==> src/rtl/ov7670_gen_pkg.sv <==
// rtl/ov7670_gen_pkg.sv - state encoding, colour-bar tables and chroma constant for the OV7670 emulator
package ov7670_gen_pkg;

  typedef logic [2:0] state_t;

  localparam state_t ST_IDLE   = 3'd0;
  localparam state_t ST_VSYNC  = 3'd1;
  localparam state_t ST_VBP    = 3'd2;
  localparam state_t ST_ACTIVE = 3'd3;
  localparam state_t ST_HBLANK = 3'd4;
  localparam state_t ST_VFP    = 3'd5;

  // Index 0 (rightmost) is white, index 7 (leftmost) is black.
  localparam logic [7:0][15:0] RGB565_TBL = {
    16'h0000, 16'h001F, 16'hF800, 16'hF81F,
    16'h07E0, 16'h07FF, 16'hFFE0, 16'hFFFF
  };

  localparam logic [7:0][7:0] Y_TBL = {
    8'h10, 8'h29, 8'h51, 8'h6A, 8'h91, 8'hAA, 8'hD2, 8'hEB
  };

  localparam logic [7:0] CHROMA = 8'h80;

endpackage

==> src/rtl/ov7670_bar_lut.sv <==
// rtl/ov7670_bar_lut.sv - maps bar index, colour mode and byte phase to the output pixel byte
module ov7670_bar_lut
  import ov7670_gen_pkg::*;
(
  input  logic [2:0] bar,
  input  logic       rgbmode,
  input  logic       phase,
  output logic [7:0] d
);

  always_comb begin
    d = 8'h00;
    if (rgbmode) begin
      d = phase ? RGB565_TBL[bar][7:0] : RGB565_TBL[bar][15:8];
    end else begin
      d = phase ? Y_TBL[bar] : CHROMA;
    end
  end

endmodule

==> src/rtl/ov7670_stream_gen.sv <==
// rtl/ov7670_stream_gen.sv - OV7670 parallel-video emulator: pclk divider, frame FSM, counters
// Optional OV7670_GEN_SCROLL_EN: bars scroll left one pixel per frame.
module ov7670_stream_gen
  import ov7670_gen_pkg::*;
#(
  parameter int H_ACT     = 160,
  parameter int V_ACT     = 120,
  parameter int H_BLANK   = 16,
  parameter int VS_LINES  = 3,
  parameter int VBP_LINES = 2,
  parameter int VFP_LINES = 2,
  parameter int PCLK_HALF = 2
) (
  input  logic       clk,
  input  logic       rst,
  input  logic       en,
  input  logic       rgbmode,
  output logic       pclk,
  output logic       vsync,
  output logic       href,
  output logic [7:0] d,
  output logic       frame_start
);

  localparam int LINE_LEN = 2 * H_ACT + H_BLANK;
  localparam int BW = $clog2(LINE_LEN);
  localparam int LW = $clog2(VS_LINES + VBP_LINES + V_ACT + VFP_LINES + 1);
  localparam int PW = $clog2(2 * PCLK_HALF);
  localparam int unsigned H_ACT_U = H_ACT;

  localparam logic [PW-1:0] PH_LAST   = PW'(2 * PCLK_HALF - 1);
  localparam logic [PW-1:0] PH_RISE   = PW'(PCLK_HALF);
  localparam logic [BW-1:0] BYTE_LAST = BW'(LINE_LEN - 1);
  localparam logic [BW-1:0] ACT_LAST  = BW'(2 * H_ACT - 1);
  localparam logic [LW-1:0] VS_LAST   = LW'(VS_LINES - 1);
  localparam logic [LW-1:0] VBP_LAST  = LW'(VBP_LINES - 1);
  localparam logic [LW-1:0] VACT_LAST = LW'(V_ACT - 1);
  localparam logic [LW-1:0] VFP_LAST  = LW'(VFP_LINES - 1);

  state_t        state_q, state_d;
  logic [PW-1:0] ph_q, ph_d;
  logic [BW-1:0] byte_q, byte_d;
  logic [LW-1:0] line_q, line_d;
  logic          mode_q, mode_d;
  logic          pclk_q, pclk_d;
  logic          vsync_q, vsync_d;
  logic          href_q, href_d;
  logic [7:0]    d_q, d_d;
  logic          frame_start_q, frame_start_d;
  logic          start, fall, line_end;
  logic [31:0]   scroll, col;
  logic [2:0]    bar;
  logic [7:0]    lut_byte;

  // Everything advances on the clk edge where pclk falls; the start edge counts as one.
  always_comb begin
    state_d       = state_q;
    ph_d          = ph_q;
    byte_d        = byte_q;
    line_d        = line_q;
    mode_d        = mode_q;
    frame_start_d = 1'b0;
    start         = 1'b0;
    fall          = (state_q != ST_IDLE) && (ph_q == PH_LAST);
    line_end      = (byte_q == BYTE_LAST);

    if (state_q == ST_IDLE) begin
      start = en;
    end else begin
      ph_d = (ph_q == PH_LAST) ? '0 : ph_q + PW'(1);
      if (fall) begin
        byte_d = line_end ? '0 : byte_q + BW'(1);
        case (state_q)
          ST_VSYNC: if (line_end) begin
            if (line_q == VS_LAST) begin
              state_d = ST_VBP;
              line_d  = '0;
            end else line_d = line_q + LW'(1);
          end
          ST_VBP: if (line_end) begin
            if (line_q == VBP_LAST) begin
              state_d = ST_ACTIVE;
              line_d  = '0;
            end else line_d = line_q + LW'(1);
          end
          ST_ACTIVE: if (byte_q == ACT_LAST) state_d = ST_HBLANK;
          ST_HBLANK: if (line_end) begin
            if (line_q == VACT_LAST) begin
              state_d = ST_VFP;
              line_d  = '0;
            end else begin
              state_d = ST_ACTIVE;
              line_d  = line_q + LW'(1);
            end
          end
          ST_VFP: if (line_end) begin
            if (line_q == VFP_LAST) begin
              line_d  = '0;
              state_d = ST_IDLE;
              start   = en;
            end else line_d = line_q + LW'(1);
          end
          default: state_d = ST_IDLE;
        endcase
      end
    end

    if (start) begin
      state_d       = ST_VSYNC;
      ph_d          = '0;
      byte_d        = '0;
      line_d        = '0;
      mode_d        = rgbmode;
      frame_start_d = 1'b1;
    end
  end

`ifdef OV7670_GEN_SCROLL_EN
  localparam int CW = $clog2(H_ACT + 1);
  localparam logic [CW-1:0] FC_LAST = CW'(H_ACT - 1);

  logic [CW-1:0] fcnt_q, fcnt_d, off_q, off_d;

  // off_q holds the offset of the frame in progress; fcnt_q already points at the next one.
  always_comb begin
    fcnt_d = fcnt_q;
    off_d  = off_q;
    if (start) begin
      off_d  = fcnt_q;
      fcnt_d = (fcnt_q == FC_LAST) ? '0 : fcnt_q + CW'(1);
    end
  end

  always_ff @(posedge clk or negedge rst) begin
    if (!rst) begin
      fcnt_q <= '0;
      off_q  <= '0;
    end else begin
      fcnt_q <= fcnt_d;
      off_q  <= off_d;
    end
  end

  assign scroll = 32'(off_d);
`else
  assign scroll = '0;
`endif

  always_comb begin
    col = 32'(byte_d >> 1) + scroll;
    if (col >= H_ACT_U) col = col - H_ACT_U;
    bar = 3'((col * 32'd8) / H_ACT_U);
  end

  ov7670_bar_lut u_lut (
    .bar     (bar),
    .rgbmode (mode_d),
    .phase   (byte_d[0]),
    .d       (lut_byte)
  );

  always_comb begin
    pclk_d  = (state_d != ST_IDLE) && (ph_d >= PH_RISE);
    vsync_d = (state_d == ST_VSYNC);
    href_d  = (state_d == ST_ACTIVE);
    d_d     = href_d ? lut_byte : 8'h00;
  end

  always_ff @(posedge clk or negedge rst) begin
    if (!rst) begin
      state_q       <= ST_IDLE;
      ph_q          <= '0;
      byte_q        <= '0;
      line_q        <= '0;
      mode_q        <= 1'b0;
      pclk_q        <= 1'b0;
      vsync_q       <= 1'b0;
      href_q        <= 1'b0;
      d_q           <= 8'h00;
      frame_start_q <= 1'b0;
    end else begin
      state_q       <= state_d;
      ph_q          <= ph_d;
      byte_q        <= byte_d;
      line_q        <= line_d;
      mode_q        <= mode_d;
      pclk_q        <= pclk_d;
      vsync_q       <= vsync_d;
      href_q        <= href_d;
      d_q           <= d_d;
      frame_start_q <= frame_start_d;
    end
  end

  assign pclk        = pclk_q;
  assign vsync       = vsync_q;
  assign href        = href_q;
  assign d           = d_q;
  assign frame_start = frame_start_q;

endmodule

==> config.mk <==
export PLATFORM = sky130hd
export DESIGN_NAME = ov7670_stream_gen
export DESIGN_NICKNAME = d
export VERILOG_FILES = /design/src/rtl/ov7670_gen_pkg.sv /design/src/rtl/ov7670_bar_lut.sv /design/src/rtl/ov7670_stream_gen.sv
export SDC_FILE = /design/constraint.sdc
export NUM_CORES = 1
export LEC_CHECK = 0
export ABC_AREA = 1
export CAP_MARGIN = 25
export CELL_PAD_IN_SITES_DETAIL_PLACEMENT = 0
export CELL_PAD_IN_SITES_GLOBAL_PLACEMENT = 1
export CORE_AREA = 8 8 86 88
export DETAILED_ROUTE_END_ITERATION = 6
export DIE_AREA = 0 0 94 96
export GPL_TIMING_DRIVEN = 0
export PLACE_DENSITY = 0.9
export SLEW_MARGIN = 20
export SYNTH_ARGS = -nofsm -noshare
export SYNTH_HDL_FRONTEND = slang
export SYNTH_SLANG_ARGS = --single-unit
==> constraint.sdc <==
create_clock -name clk -period 11.2 [get_ports clk]
set_input_delay 2.24 -clock clk [delete_from_list [all_inputs] [get_ports clk]]
set_output_delay 2.24 -clock clk [all_outputs]
set_load 0.1 [all_outputs]
## Word-level counts from Yosys, hierarchy flattened

Memory sizes are Yosys's and may differ from the RTL's.
Cells that the tools add are included.
W data, S select, Z words.

- Bits in registers: 34
- ROM bits: 192
- Input bits: 4
- Output and inout port bits: 12
- Word-level logic and storage cells: 90
- Memories kept: 2

- Add/sub/neg operators: 4
- Divide/modulo/power cells: 1
- Magnitude comparators: 3
- Eq/ne operators: 17
- Multiplexer cells: 44
- Reduce and logical (&&, ||, !) cells: 9

Memories:

| name | depth | width | rd ports | clocked after memory_dff | write ports | RTL line | RTL |
|---|---|---|---|---|---|---|---|
| (name not given) | 8 | 16 | 1 | 0 | 0 | ov7670_bar_lut.sv:14 | `d = phase ? RGB565_TBL[bar][7:0] : RGB565_TBL[bar][15:8];` |
| (name not given) | 8 | 8 | 1 | 0 | 0 | ov7670_bar_lut.sv:16 | `d = phase ? Y_TBL[bar] : CHROMA;` |

Operators with widths:

| kind | count |
|---|---|
| $mux W7 | 9 |
| $mux W8 | 5 |
| $mux W3 | 12 |
| $mux W9 | 4 |
| $div A32 B8 Y32 const B | 1 |
| $mux W29 | 1 |
| $pmux W7 S3 | 1 |
| $eq A9 B9 Y1 const B | 2 |
| $mux W16 | 1 |
| $pmux W3 S5 | 1 |
| $add A9 B1 Y9 const B | 1 |
| $eq A3 B2 Y1 const B | 3 |
| $sub A8 B8 Y9 const B | 1 |
| $ge A8 B8 Y1 const B | 1 |
| $add A7 B1 Y7 const B | 1 |
| $eq A7 B1 Y1 const B | 1 |
| $eq A7 B2 Y1 const B | 1 |
| $eq A7 B7 Y1 const B | 1 |
| $mux W1 | 7 |
| $eq A3 B1 Y1 const B | 2 |
| $eq A3 B3 Y1 const B | 2 |
| $mux W2 | 3 |
| $ne A3 B3 Y1 const B | 2 |
| $reduce_and A6 Y1 | 1 |
| 12 further kinds | 14 |

## Longest topological paths before layout

- Word-level depth: 15
- Gate-level depth with buffers: 42
- Mapped depth without buffers: 41

## By module

From an unflattened synthesis, not the netlist that was laid out.

- Cell total of the unflattened synthesis: 377
- Area total of the unflattened synthesis: 2598.7 µm²

By module, submodules not included:

| module | instances | cells each | area an instance (µm²) | seq. area each (µm²) |
|---|---|---|---|---|
| ov7670_stream_gen | 1 | 340 | 2409.8 | 850.8 |
| ov7670_bar_lut | 1 | 37 | 188.9 | 0.0 |

## Worst setup path after synthesis

Ideal clock, no wire load.

- Path type: input to register
- Start point: in en
- End point: reg d_q[5] (netlist: d[5])
- Setup time: 0.124 ns
- Data arrival time: 5.465 ns
- Data required time: 11.076 ns
- Setup slack: 5.611 ns
- Cell stages on the path: 33
- Path buffers: 1
- Cells stage by stage: nand2_2 buf_6 clkinv_1 nor2_1 inv_1 ha_1 inv_1 ha_1 inv_1 a21oi_4 inv_2 nand3_1 nand2_2 inv_2 nand3_2 nand2_1 nand2_2 nand3_4 nand2_2 nand2_2 inv_2 nand2_2 nand2_4 nand2_2 nand2_1 nand2_1 nand2_1 nand2_2 inv_1 ha_1 or2_2 a21oi_1 nor2_1

- Cells in the longest elaborated chain, start to end: 14
- Elaborated cells between the ends (all ways): 21
- Those cells by class: add/sub (1); div (1); order compare (1); eq/ne (1); mux (15); memory (2)

RTL lines:

| what | RTL line | RTL |
|---|---|---|
| start: declaration | ov7670_stream_gen.sv:16 | `input logic en,` |
| $mux W1 | ov7670_stream_gen.sv:97 | `if (line_q == VFP_LAST) begin` |
| $mux W1 | ov7670_stream_gen.sv:96 | `ST_VFP: if (line_end) begin` |
| $mux W1 | ov7670_stream_gen.sv:73 | `case (state_q)` |
| $mux W1 | ov7670_stream_gen.sv:71 | `if (fall) begin` |
| $mux W1 (*) | ov7670_stream_gen.sv:67 | `if (state_q == ST_IDLE) begin` |
| $mux W9 (*) | ov7670_stream_gen.sv:108 | `if (start) begin` |
| via byte_d[7] | ov7670_stream_gen.sv:42 | `logic [BW-1:0] byte_q, byte_d;` |
| $sub A8 B8 Y9 / $ge A8 B8 Y1 (equally long branches) | ov7670_stream_gen.sv:151 | `if (col >= H_ACT_U) col = col - H_ACT_U;` |
| $mux W29 (*) | ov7670_stream_gen.sv:151 |  |
| $div A32 B8 Y32 (*) | ov7670_stream_gen.sv:152 | `bar = 3'((col * 32'd8) / H_ACT_U);` |
| $mem_v2 Z8 W8 / $mem_v2 Z8 W16 (equally long branches) | n/a |  |
| $mux W8 (not written as such) / $mux W16 (equally long branches) | ov7670_bar_lut.sv:16, ov7670_bar_lut.sv:14 |  |
| $mux W8 (on tied branches) | ov7670_bar_lut.sv:16, ov7670_bar_lut.sv:14 |  |
| $mux W8 (*) | ov7670_bar_lut.sv:13 | `if (rgbmode) begin` |
| $mux W8 (*) | ov7670_stream_gen.sv:166 | `d_d = href_d ? lut_byte : 8'h00;` |
| via d_d[5] | ov7670_stream_gen.sv:48 | `logic [7:0] d_q, d_d;` |
| end signal: assignment | ov7670_stream_gen.sv:179 | `d_q <= 8'h00;` |
| end signal: assignment | ov7670_stream_gen.sv:190 | `d_q <= d_d;` |
| end: declaration | ov7670_stream_gen.sv:48 |  |

Mark *: on every way through the listed nets, which the timed path passes. The rest lies on a longest branch. The select of a mux whose other input is x is not followed.
A chain may end at the register's enable or synchronous reset.

## Worst setup path in the final report

Ends and elaborated chain as after synthesis.

==> Implementation_results.wiki <==
{| class="wikitable"
! Metric !! Value
|-
| Gr usage total || 0.136
|-
| Detailed router's first-iteration violation count || approximately 120
|-
| Number of diodes || 0
|-
| Worst rel slew slack || 0.343
|-
| Crit-path max FO || 10
|-
| Setup violations, final || 0
|-
| Multi-input combinational cell area || 0.00150 mm2
|-
| Number of global-route vias before repair || 2345
|-
| Largest buffer count on any clock path || 2
|-
| Cell type of the slowest stage on the worst timing path || sky130_fd_sc_hd__clkdlybuf4s50_1
|-
| CTS resizes || 0
|-
| Placed Cells || 465
|-
| Initial standard-cell utilization of the core || 0.431
|-
| Number of maximum-capacitance violations || 0
|-
| Ys async rst share || 1.00
|-
| Largest delay share family, worst path || simple AND/OR/NAND/NOR gates
|-
| Part of the Yosys area used for sequential elements || 0.324
|-
| Buffer count from post-CTS setup fixing || 0
|-
| Total I/O pin count || 16
|-
| Count of hold-fix buffers inserted at cts || 0
|-
| Tcrit/Tclk final || 0.569
|-
| Commonest non-fill, non-tap cells in the layout || sky130_fd_sc_hd__nand2_1, sky130_fd_sc_hd__inv_1, sky130_fd_sc_hd__nor2_1, sky130_fd_sc_hd__dfrtp_1, sky130_fd_sc_hd__nand3_1
|-
| Final core utilization || 0.496
|-
| Startpoint-to-endpoint class of the critical path || in2reg
|-
| Count of input and output buffers || 15
|-
| Max-slew violations || 0
|-
| DR vias/cell || 5.01
|-
| Most frequent CP cell || sky130_fd_sc_hd__nand2_2
|-
| Slowest cell delay on critical path || 0.47 ns
|-
| First-pass detailed-route iteration total || 4
|-
| Yosys cell types || between 40 and 50
|-
| Final critical delay including setup and external delays || roughly 6.4 ns
|-
| Most common library cell in the layout ignoring fill and taps || sky130_fd_sc_hd__nand2_1
|-
| Post-synth top flop || sky130_fd_sc_hd__dfrtp_1
|-
| Count of yosys warnings during synthesis || 0
|-
| Number of enable flip-flop cells after synthesis || 0
|-
| Cell count after synthesis || 372
|-
| Synth area leader || sky130_fd_sc_hd__dfrtp_1
|-
| Global route overflow || 0
|-
| Source-to-sink clock delay at the later pin of the worst-skew pair || around 0.28 ns
|-
| Clock root buffer || sky130_fd_sc_hd__clkbuf_8
|-
| Final estimated routing congestion in global placement || roughly 0.81
|-
| Detailed placer's ending HPWL || 4510 um
|-
| Share of layout cells above drive strength 1 || 0.159
|-
| Maximum achievable frequency || 157 MHz
|-
| Post-route DRC || 0
|-
| Post-Route Setup TNS || 0 ns
|-
| Number of antenna-violating nets in the routed design || 0
|-
| Overall die area || 0.00902 mm2
|-
| Number of vias after detailed routing || 2368
|-
| Final-stage net count || 409
|-
| Number of antenna violations at the first check in global routing || 0
|-
| CTS H-tree lvls || 2
|-
| Cell types occupying the most area after synthesis || sky130_fd_sc_hd__dfrtp_1, sky130_fd_sc_hd__nand2_1, sky130_fd_sc_hd__inv_1
|-
| Clock tree from TritonCTS || built
|-
| Number of buffers inserted during clock tree synthesis || 5
|-
| Wire length reported by the detailed router || 5740 um
|-
| Bufs and invs on worst path || 8
|-
| RSZ-0062 raised after global routing || no
|-
| Largest net degree at the start of global routing || 30
|-
| Clock edge transition at the registers on the reported setup and hold paths || 0.07 ns
|-
| Required time reported for the critical path endpoint || 11.37 ns
|-
| Worst endpoint data arrival time || 6.54 ns
|-
| CTS Sinks || 34
|-
| Slew of the pin with the lowest slew margin || 0.983 ns
|-
| Final-layout fill cell count || just over 600
|-
| Number of cells in the finished layout apart from fillers || 473
|-
| Setup skew after layout || around 0.0048 ns
|-
| FF+latch area || 851 um2
|-
| Number of synthesized register bits || 34
|-
| Relative area change from synthesis to final layout || 15.2%
|-
| Row count || 29
|-
| Wire length of the first global-routing pass || 10100 um
|-
| Area share of the largest cell type after synthesis || 0.324
|-
| Horiz. Die Dim || 94 um
|-
| Kind of start point of the critical path || input port
|-
| Placeable core area || 0.00610 mm2
|-
| Path class of the lowest-slack min-delay path || reg2reg
|-
| CP endpoint kind || register
|-
| Reg-to-reg slack, setup || 6.29 ns
|-
| Height of the die || 96 um
|-
| Synthesized cell area || 0.00263 mm2
|-
| Average wire per cell in the routed design || 12.1 um
|-
| Synthesized area divided by synthesized cell count || 7.06 um2
|-
| Synthesized net count || 386
|-
| Hold Violations, Final || 0
|-
| Run status || finished, final reports clean
|}
## sequential cells by signal, indices dropped and copies added (netlist names)
signal and count:
mode_q 1, vsync 1, frame_start 1, ph_q 2
state_q 3, d 8, byte_q 9, line_q 7
href 1, pclk 1
## synth_stat cells (3+ instances only)
cell type                 number
sky130_fd_sc_hd__dfrtp_1      34
sky130_fd_sc_hd__nand3_1      33
sky130_fd_sc_hd__nand4_1       9
sky130_fd_sc_hd__inv_1        61
sky130_fd_sc_hd__or2_2         4
sky130_fd_sc_hd__nand2_1      72
sky130_fd_sc_hd__nor3_1        7
sky130_fd_sc_hd__ha_1         10
sky130_fd_sc_hd__o21ai_0      13
sky130_fd_sc_hd__nor2_1       35
sky130_fd_sc_hd__nor2_2        3
sky130_fd_sc_hd__nand2_4       3
sky130_fd_sc_hd__inv_2         5
sky130_fd_sc_hd__nand3_2       4
sky130_fd_sc_hd__nand2_2      23
sky130_fd_sc_hd__a21oi_1      23
## layout make-up
cell class              instances  share of cell area
multi-input cells             267               0.495
flip-flops and latches         34               0.281
inverters                      68              0.0844
repair buffers                 16              0.0546
well taps                      77              0.0318
clock buffers                   5              0.0227
clock inverters                 3              0.0227
plain buffers                   3             0.00744
## worst register-to-register path, delay by kind of cell, from the launching register on
family	cells	cell delay, ns
AND/OR/NAND/NOR	26	2.63
buffers and inverters	7	0.80
adder cells (fa/ha/maj)	4	0.74
flip-flops	1	0.41
AO/OA/AOI/OAI	1	0.18
## logic make-up (layout without fill, tap and decap cells)
| logic type | after synthesis | count (layout) | synth area share |
|---|---|---|---|
| and+or+nand+nor | 202 | 202 | 0.386 |
| xor gates and xnor gates | 3 | 3 | 0.0129 |
| AOI/OAI and AO/OA | 51 | 51 | 0.120 |
| muxes | 1 | 1 | 0.00381 |
| DFF | 34 | 34 | 0.324 |
| adders and majority gates | 10 | 10 | 0.0476 |
| buffers and inverters | 71 | 95 | 0.106 |
## layer usage
metal | vias to the layer above | GRT usage | part of all wire
met5 | - | 0 | 0
met4 | 0 | 0.0277 | 0.0091
met3 | 4 | 0.0164 | 0.026
met2 | 35 | 0.261 | 0.52
met1 | 1093 | 0.156 | 0.44
li1 | 1236 | - | -
## worst paths after layout
kind / to / from / cells past startpoint
hold reg to reg: byte_q[1] / byte_q[1] / 2
max in group asynchronous: state_q[1] / rst / 2
hold / removal: byte_q[1] / byte_q[1] / 2
setup / recovery: d[5] / en / 34
min in group asynchronous: line_q[4] / rst / 1
setup reg to reg: d[5] / byte_q[0] / 38
## stage by stage
stage          instance area (um2)  worst slack [ns]  hold slack, ns
2_1_floorplan                 2630              5.61           0.491
3_3_place_gp                  2870              4.54           0.527
3_5_place_dp                  2890              4.48           0.540
4_1_cts                       3030              4.77           0.558
5_1_grt                       3030              4.33           0.602
6_report                      3030              4.83           0.566
Power is not shown: default switching activity piles up to over one toggle a cycle in this logic, so the estimate is an artifact.
